**src/rtl/hydra_router.sv**
```systemverilog
// -----------------------------------------------------------------------------
// hydra_router
//
// N-port Hydra packet router for the LArPix chip-to-chip network. Sits between
// NUM_PORTS UART instances, the shared event FIFO and the comms controller.
//
// One packet is in flight at a time:
//   1. A round-robin arbiter picks one of the enabled RX ports or the local
//      FIFO, pops it and latches the packet.
//   2. RX packets are parity-checked (odd parity, bit WIDTH-1) and routed by
//      type and chip ID. Local packets always go upstream.
//   3. The packet is loaded into every target UART once they are all idle,
//      and/or handed to the comms controller.
//   4. Saturating statistics count forwarded and dropped packets.
//
// Config replies from this chip that come from the local FIFO get the FIFO
// status flags written into bits [WIDTH-3:WIDTH-4], and their parity is
// recomputed.
//
// Ports
//   clk, reset_n_clk          master clock, async active-low reset
//   chip_id                   this chip's ID
//   enable_posi               per-port RX enable
//   enable_piso_upstream      TX mask for upstream traffic
//   enable_piso_downstream    TX mask for downstream traffic
//   rx_data/rx_valid/rx_ack   per-port RX packet, valid flag, one-cycle pop
//   local_data/valid/ack      head of the shared FIFO, not-empty flag, pop
//   fifo_full, fifo_half      FIFO status flags
//   to_local_data/valid/ready packet addressed to this chip (valid/ready)
//   tx_data, ld_tx, tx_busy   per-port TX packet, load strobe, UART busy
//   pkt_forwarded/dropped     saturating statistics counters
// -----------------------------------------------------------------------------
module hydra_router #(
  parameter int         WIDTH     = 64,
  parameter int         NUM_PORTS = 4,
  parameter logic [7:0] GLOBAL_ID = 8'hFF,
  parameter int         CNT_BITS  = 16
) (
  input  logic                       clk,
  input  logic                       reset_n_clk,
  input  logic [7:0]                 chip_id,
  input  logic [NUM_PORTS-1:0]       enable_posi,
  input  logic [NUM_PORTS-1:0]       enable_piso_upstream,
  input  logic [NUM_PORTS-1:0]       enable_piso_downstream,
  input  logic [NUM_PORTS*WIDTH-1:0] rx_data,
  input  logic [NUM_PORTS-1:0]       rx_valid,
  output logic [NUM_PORTS-1:0]       rx_ack,
  input  logic [WIDTH-1:0]           local_data,
  input  logic                       local_valid,
  output logic                       local_ack,
  input  logic                       fifo_full,
  input  logic                       fifo_half,
  output logic [WIDTH-1:0]           to_local_data,
  output logic                       to_local_valid,
  input  logic                       to_local_ready,
  output logic [NUM_PORTS*WIDTH-1:0] tx_data,
  output logic [NUM_PORTS-1:0]       ld_tx,
  input  logic [NUM_PORTS-1:0]       tx_busy,
  output logic [CNT_BITS-1:0]        pkt_forwarded,
  output logic [CNT_BITS-1:0]        pkt_dropped
);

  // Slots 0..NUM_PORTS-1 are RX ports; slot NUM_PORTS is the local FIFO.
  localparam int SLOTS  = NUM_PORTS + 1;
  localparam int SLOT_W = $clog2(SLOTS);

  typedef enum logic [2:0] {
    IDLE, GRANT, CLASSIFY, WAIT_TX, LOAD, GUARD, DELIVER
  } state_t;

  state_t               state;
  logic [SLOT_W-1:0]    ptr;
  logic [WIDTH-1:0]     pkt_reg;
  logic                 src_local;
  logic [NUM_PORTS-1:0] src_mask;
  logic [NUM_PORTS-1:0] target;
  logic                 local_pend;
  logic                 fifo_full_d;
  logic                 fifo_half_d;

  // ---------------------------------------------------------------------------
  // Round-robin arbiter: first active slot at or after ptr, wrapping.
  // ---------------------------------------------------------------------------
  logic [SLOTS-1:0]  req;
  logic              grant_found;
  logic [SLOT_W-1:0] grant_idx;
  logic              grant_local;

  assign req         = {local_valid, rx_valid & enable_posi};
  assign grant_local = (grant_idx == SLOT_W'(NUM_PORTS));

  // NOTE: every variable assigned in a combinational block gets a default at
  // the top, so no path can leave it unassigned and infer a latch.
  always_comb begin
    int slot;
    grant_found = 1'b0;
    grant_idx   = '0;
    slot        = 0;
    for (int k = 0; k < SLOTS; k++) begin
      slot = int'(ptr) + k;
      if (slot >= SLOTS) slot = slot - SLOTS;
      if (!grant_found && req[slot]) begin
        grant_found = 1'b1;
        grant_idx   = SLOT_W'(slot);
      end
    end
  end

  // Packet selected by the arbiter. A local config reply for this chip gets
  // the FIFO status (registered last cycle) and a recomputed parity bit.
  logic [WIDTH-1:0]     grant_pkt;
  logic [NUM_PORTS-1:0] grant_src;

  always_comb begin
    grant_pkt = local_data;
    grant_src = '0;
    for (int i = 0; i < NUM_PORTS; i++) begin
      if (grant_idx == SLOT_W'(i)) begin
        grant_pkt    = rx_data[i*WIDTH +: WIDTH];
        grant_src[i] = 1'b1;
      end
    end
    if (grant_local && local_data[1:0] == 2'b11 && local_data[9:2] == chip_id) begin
      grant_pkt[WIDTH-3 -: 2] = {fifo_full_d, fifo_half_d};
      grant_pkt[WIDTH-1]      = ~^grant_pkt[WIDTH-2:0];
    end
  end

  // ---------------------------------------------------------------------------
  // Routing decision for the latched packet.
  // ---------------------------------------------------------------------------
  logic [NUM_PORTS-1:0] cls_target;
  logic                 cls_local;
  logic                 cls_parity_ok;

  always_comb begin
    cls_target    = '0;
    cls_local     = 1'b0;
    cls_parity_ok = 1'b1;
    if (src_local) begin
      cls_target = enable_piso_upstream;
    end else begin
      cls_parity_ok = ^pkt_reg;
      if (!pkt_reg[1]) begin
        cls_target = enable_piso_upstream;
      end else if (pkt_reg[9:2] == chip_id) begin
        cls_local = 1'b1;
      end else if (pkt_reg[9:2] == GLOBAL_ID) begin
        cls_local  = 1'b1;
        cls_target = enable_piso_downstream;
      end else begin
        cls_target = enable_piso_downstream;
      end
      // Never echo a packet back out of the port it arrived on.
      cls_target = cls_target & ~src_mask;
    end
  end

  // ---------------------------------------------------------------------------
  // Control FSM with registered outputs.
  // ---------------------------------------------------------------------------
  // NOTE: all sequential state uses non-blocking assignments so every register
  // samples pre-edge values, independent of statement order.
  always_ff @(posedge clk or negedge reset_n_clk) begin
    if (!reset_n_clk) begin
      // NOTE: the packet and TX data registers are reset too, so a stale packet
      // can never leak out after a reset.
      state          <= IDLE;
      ptr            <= '0;
      pkt_reg        <= '0;
      src_local      <= 1'b0;
      src_mask       <= '0;
      target         <= '0;
      local_pend     <= 1'b0;
      fifo_full_d    <= 1'b0;
      fifo_half_d    <= 1'b0;
      rx_ack         <= '0;
      local_ack      <= 1'b0;
      ld_tx          <= '0;
      tx_data        <= '0;
      to_local_data  <= '0;
      to_local_valid <= 1'b0;
      pkt_forwarded  <= '0;
      pkt_dropped    <= '0;
    end else begin
      fifo_full_d <= fifo_full;
      fifo_half_d <= fifo_half;
      rx_ack      <= '0;
      local_ack   <= 1'b0;
      ld_tx       <= '0;

      case (state)
        IDLE: begin
          if (grant_found) begin
            pkt_reg   <= grant_pkt;
            src_local <= grant_local;
            src_mask  <= grant_src;
            rx_ack    <= grant_src;
            local_ack <= grant_local;
            ptr       <= grant_local ? '0 : grant_idx + SLOT_W'(1);
            state     <= GRANT;
          end
        end

        GRANT: begin
          target     <= cls_target;
          local_pend <= cls_local;
          if (!cls_parity_ok || (cls_target == '0 && !cls_local)) begin
            if (~&pkt_dropped) pkt_dropped <= pkt_dropped + CNT_BITS'(1);
            state <= IDLE;
          end else begin
            state <= CLASSIFY;
          end
        end

        CLASSIFY: begin
          if (target != '0) begin
            state <= WAIT_TX;
          end else begin
            to_local_valid <= 1'b1;
            to_local_data  <= pkt_reg;
            state          <= DELIVER;
          end
        end

        WAIT_TX: begin
          if ((tx_busy & target) == '0) begin
            ld_tx <= target;
            for (int j = 0; j < NUM_PORTS; j++) begin
              if (target[j]) tx_data[j*WIDTH +: WIDTH] <= pkt_reg;
            end
            if (~&pkt_forwarded) pkt_forwarded <= pkt_forwarded + CNT_BITS'(1);
            state <= LOAD;
          end
        end

        // ld_tx is visible this cycle; GUARD then gives tx_busy time to rise.
        LOAD: state <= GUARD;

        GUARD: begin
          if (local_pend) begin
            to_local_valid <= 1'b1;
            to_local_data  <= pkt_reg;
            state          <= DELIVER;
          end else begin
            state <= IDLE;
          end
        end

        DELIVER: begin
          if (to_local_ready) begin
            to_local_valid <= 1'b0;
            state          <= IDLE;
          end
        end

        default: state <= IDLE;
      endcase
    end
  end

endmodule

```
**config.mk**
```make
export PLATFORM = sky130hd
export DESIGN_NAME = hydra_router
export DESIGN_NICKNAME = d
export VERILOG_FILES = /design/src/rtl/hydra_router.sv
export SDC_FILE = /design/constraint.sdc
export NUM_CORES = 1
export LEC_CHECK = 0
export CORE_AREA = 2 2 279 281
export CTS_CLUSTER_DIAMETER = 60
export DETAILED_ROUTE_END_ITERATION = 10
export DIE_AREA = 0 0 281 283
export SYNTH_ARGS = -nofsm -noshare
export SYNTH_HDL_FRONTEND = slang
export SYNTH_SLANG_ARGS = --single-unit
```
**constraint.sdc**
```tcl
create_clock -name clk -period 8.6 [get_ports clk]
set_clock_uncertainty 0.1 [all_clocks]
set_input_delay 1.72 -clock clk [delete_from_list [all_inputs] [get_ports clk]]
set_output_delay 1.72 -clock clk [all_outputs]
set_load 0.005 [all_outputs]
```
==> flow_metrics.py <==
metrics = {
    "setup_path": {
        "worstSetupStartpointType": "primary input",
        "critical_path.cell_chain": "clkdlybuf4s50_1, a21boi_0, a221oi_1, o21ai_0, o21bai_1, a2111o_1, or2_1, o32ai_1, ha_2, buf_4, clkinv_2, buf_4, o22ai_1, o21ai_0, o21ai_0, nor2_1, a211oi_2, xnor3_1, xnor2_1, xnor2_1, xnor3_1, mux2i_1, o21ai_1",
        "rr_startpoint": "ptr[1]",
        "critical-path-top-delay-family": "compound AO/OA/AOI/OAI gates",
        "crit_arrival_ps": 8350,
        "crit_required_ps": 8960,
        "crit_type": "primary input to register",
        "r2r_end": "pkt_reg[63]",
        "crit_path_top_delay_cell": "o32ai_1",
        "path_max_fanout": 29,
        "reg2reg_slack_ps": 740,
        "path_buf_inv": 4,
        "ff2ff_path_depth": 28,
        "crit_top_cell": "o21ai_0",
        "max_stage_delay_ps": 580,
        "critPathCaptureType": "register",
    },
    "synthesis": {
        "synth_nets": 2316,
        "syn_avg_cell_area_um2": 11.45,
        "postSynthCellCount": 1939,
        "synth.most_common_cell": "dfrtp_1",
        "synth_top_family_by_area": "multiplexers",
        "ys.flop_type": "dfrtp_1",
        "synth_common_cells": "dfrtp_1, mux2_2, nand2_1, xnor2_1, o21ai_0",
        "synth_top_area_cell": "dfrtp_1",
        "synth_edf_count": 0,
        "synth_xor_area_frac": 0.06924,
        "ys_ff_latch": 444,
        "syn_area_um2": 22210,
        "async_reset_ff_frac": 1.000,
        "synth_compound_area_frac": 0.1279,
        "synthDominantCellAreaShare": 0.5003,
        "ys_top_cells_by_area": "dfrtp_1, mux2_2, xnor2_1, o21ai_0, nand2_1",
        "synth_mux_area_frac": 0.1822,
        "ys.warnings.count": 0,
        "synth-seq-area-share": 0.5003,
        "synthSimpleGateAreaFrac": 0.07600,
        "synthDistinctLibCells": 81,
        "synth_fa_ha_area_frac": 0.01296,
    },
    "global_route": {
        "grt_overflow": 0,
        "grt_start_max_net_pins": 164,
        "grt_use_total": 0.2539,
        "antenna_found_initial": 19,
        "grt_pass1_vias": 19918,
        "grt_pass1_wl_mm": 146.1,
    },
    "cts": {
        "cts_buffers": 55,
        "cts_resized": 0,
        "cts_tree": "done",
        "insertion_delay_ps": 610,
        "clkTransAtPathRegs_ps": 60,
        "post_cts_buffers": 0,
        "htree_levels": 2,
        "clock-sinks": 444,
        "cts_root_buf": "clkbuf_16",
        "hold_buffers": 0,
        "clockBufferDepth": 3,
    },
    "placed_design": {
        "routabilityCongestion": 0.8755,
        "dp_hpwl_mm": 78.47,
        "portBuffers": 715,
    },
    "detailed_routing": {
        "routed_wl_mm": 103.5,
        "wl_per_cell_um": 27.71,
        "vias": 19193,
        "drt_iter0_drc": 1018,
        "postRouteAntennaNets": 0,
        "drcViolationCount": 0,
        "via_per_inst": 5.139,
        "dr.pass1.iters": 5,
    },
    "die": {
        "start_util": 0.2896,
        "fp.dieH_um": 283,
        "row_count": 102,
        "die_area_um2": 79520,
        "die_w_um": 281,
        "fp.coreArea_um2": 76700,
        "ios": 716,
    },
    "timing": {
        "max_clock_freq_mhz": 125.1,
        "rsz0062_at_grt": "no",
        "hold_violations": 0,
        "fin_crit_sh": 0.9295,
        "drv_slew": 0,
        "worst_slew_pin_slew_ps": 1209,
        "setup_tns_ps": 0,
        "fin_crit_ps": 7993,
        "whs_ps": 400.3,
        "slew_headroom": 0.1730,
        "finalSetupViolations": 0,
    },
    "cells_and_area": {
        "largest_register_ffs": 256,
        "drive_gt1_frac": 0.1971,
        "syn2layout_area_growth_pct": 46.69,
        "nets": 3016,
    },
    "outcome": {
        "outcome": "complete, no violations",
    },
    "worst_hold_path": {
        "min_to": "pkt_forwarded[11]",
        "hold_depth": 1,
        "hp-class": "register to register",
        "hold_start": "pkt_forwarded[11]",
    },
    "job": {
        "maxCapViolations": 0,
    },
}
cells by family after synthesis:
family	count (synthesis)
AND/OR/NAND/NOR	363
buffers and inverters	170
AO/OA/AOI/OAI	416
flip-flops	444
adder cells (fa/ha/maj)	23
multiplexers	360
XOR/XNOR	163
metal layers:
layer / GRT usage / routed length [µm]
met3: 0.05121 / 6759
met2: 0.4378 / 51090
met1: 0.3158 / 42340
met4: 0.08302 / 3253
met5: 0 / 59
worst max-delay path by stage:
stage	from	to	slack, ps	cells after the start
after floorplan	rx_valid[0]	pkt_reg[63]	1780	25
after global placement	rx_valid[0]	pkt_reg[63]	60	23
after detailed placement	rx_valid[0]	pkt_reg[63]	-190	23
after CTS	ptr[1]	pkt_reg[63]	230	27
after global routing	rx_valid[0]	pkt_reg[63]	190	23
final	rx_valid[0]	pkt_reg[63]	610	23
layout by cell type (no fill, tap or decap), types with 10 or more instances in the layout:
| cell type | Yosys | layout |
|---|---|---|
| a211oi_1 | 11 | 10 |
| a21o_1 | 13 | 13 |
| a21oi_1 | 51 | 51 |
| a2bb2oi_1 | 16 | 16 |
| a31oi_1 | 19 | 19 |
| and2_1 | 20 | 20 |
| buf_4 | 2 | 48 |
| clkbuf_1 | 93 | 10 |
| clkbuf_16 | 0 | 56 |
| clkbuf_8 | 0 | 10 |
| clkdlybuf4s50_1 | 0 | 714 |
| dfrtp_1 | 444 | 443 |
| diode_2 | 0 | 11 |
| ha_1 | 23 | 19 |
| inv_1 | 41 | 40 |
| mux2_2 | 344 | 344 |
| mux2i_1 | 15 | 15 |
| nand2_1 | 121 | 116 |
| nand3_1 | 31 | 31 |
| nand3b_1 | 11 | 11 |
| nand4_1 | 12 | 12 |
| nor2_1 | 103 | 102 |
| nor2b_1 | 10 | 10 |
| nor3_1 | 13 | 12 |
| o21a_1 | 10 | 10 |
| o21ai_0 | 112 | 112 |
| o221ai_1 | 24 | 24 |
| o22ai_1 | 36 | 36 |
| o31a_1 | 11 | 11 |
| or3_1 | 12 | 12 |
| xnor2_1 | 121 | 121 |
| xor2_1 | 34 | 34 |
area by class of cell:
| type | instances | area, µm² |
|---|---|---|
| flip-flops and latches | 444 | 11110 |
| repair buffers | 767 | 7602 |
| clock inverters | 26 | 276.5 |
| clock buffers | 76 | 1577 |
| fillers | 7246 | 44120 |
| inverters | 46 | 178.9 |
| diodes | 11 | 27.53 |
| multi-input cells | 1325 | 10510 |
| well taps | 1040 | 1301 |
stage by stage:
step                      cells  setup slack [ps]  utilization  area [µm²]
after floorplan            1939              1776            -       22210
after global placement     3622             59.32       0.4002       30690
after detailed placement   3622            -188.6       0.4002       30690
after CTS                  3724             228.1       0.4243       32550
after global routing       3731             190.6       0.4246       32570
final                      3735             606.6       0.4248       32580
Power is not shown: default switching activity piles up to over one toggle a cycle in this logic, so the estimate is an artifact.
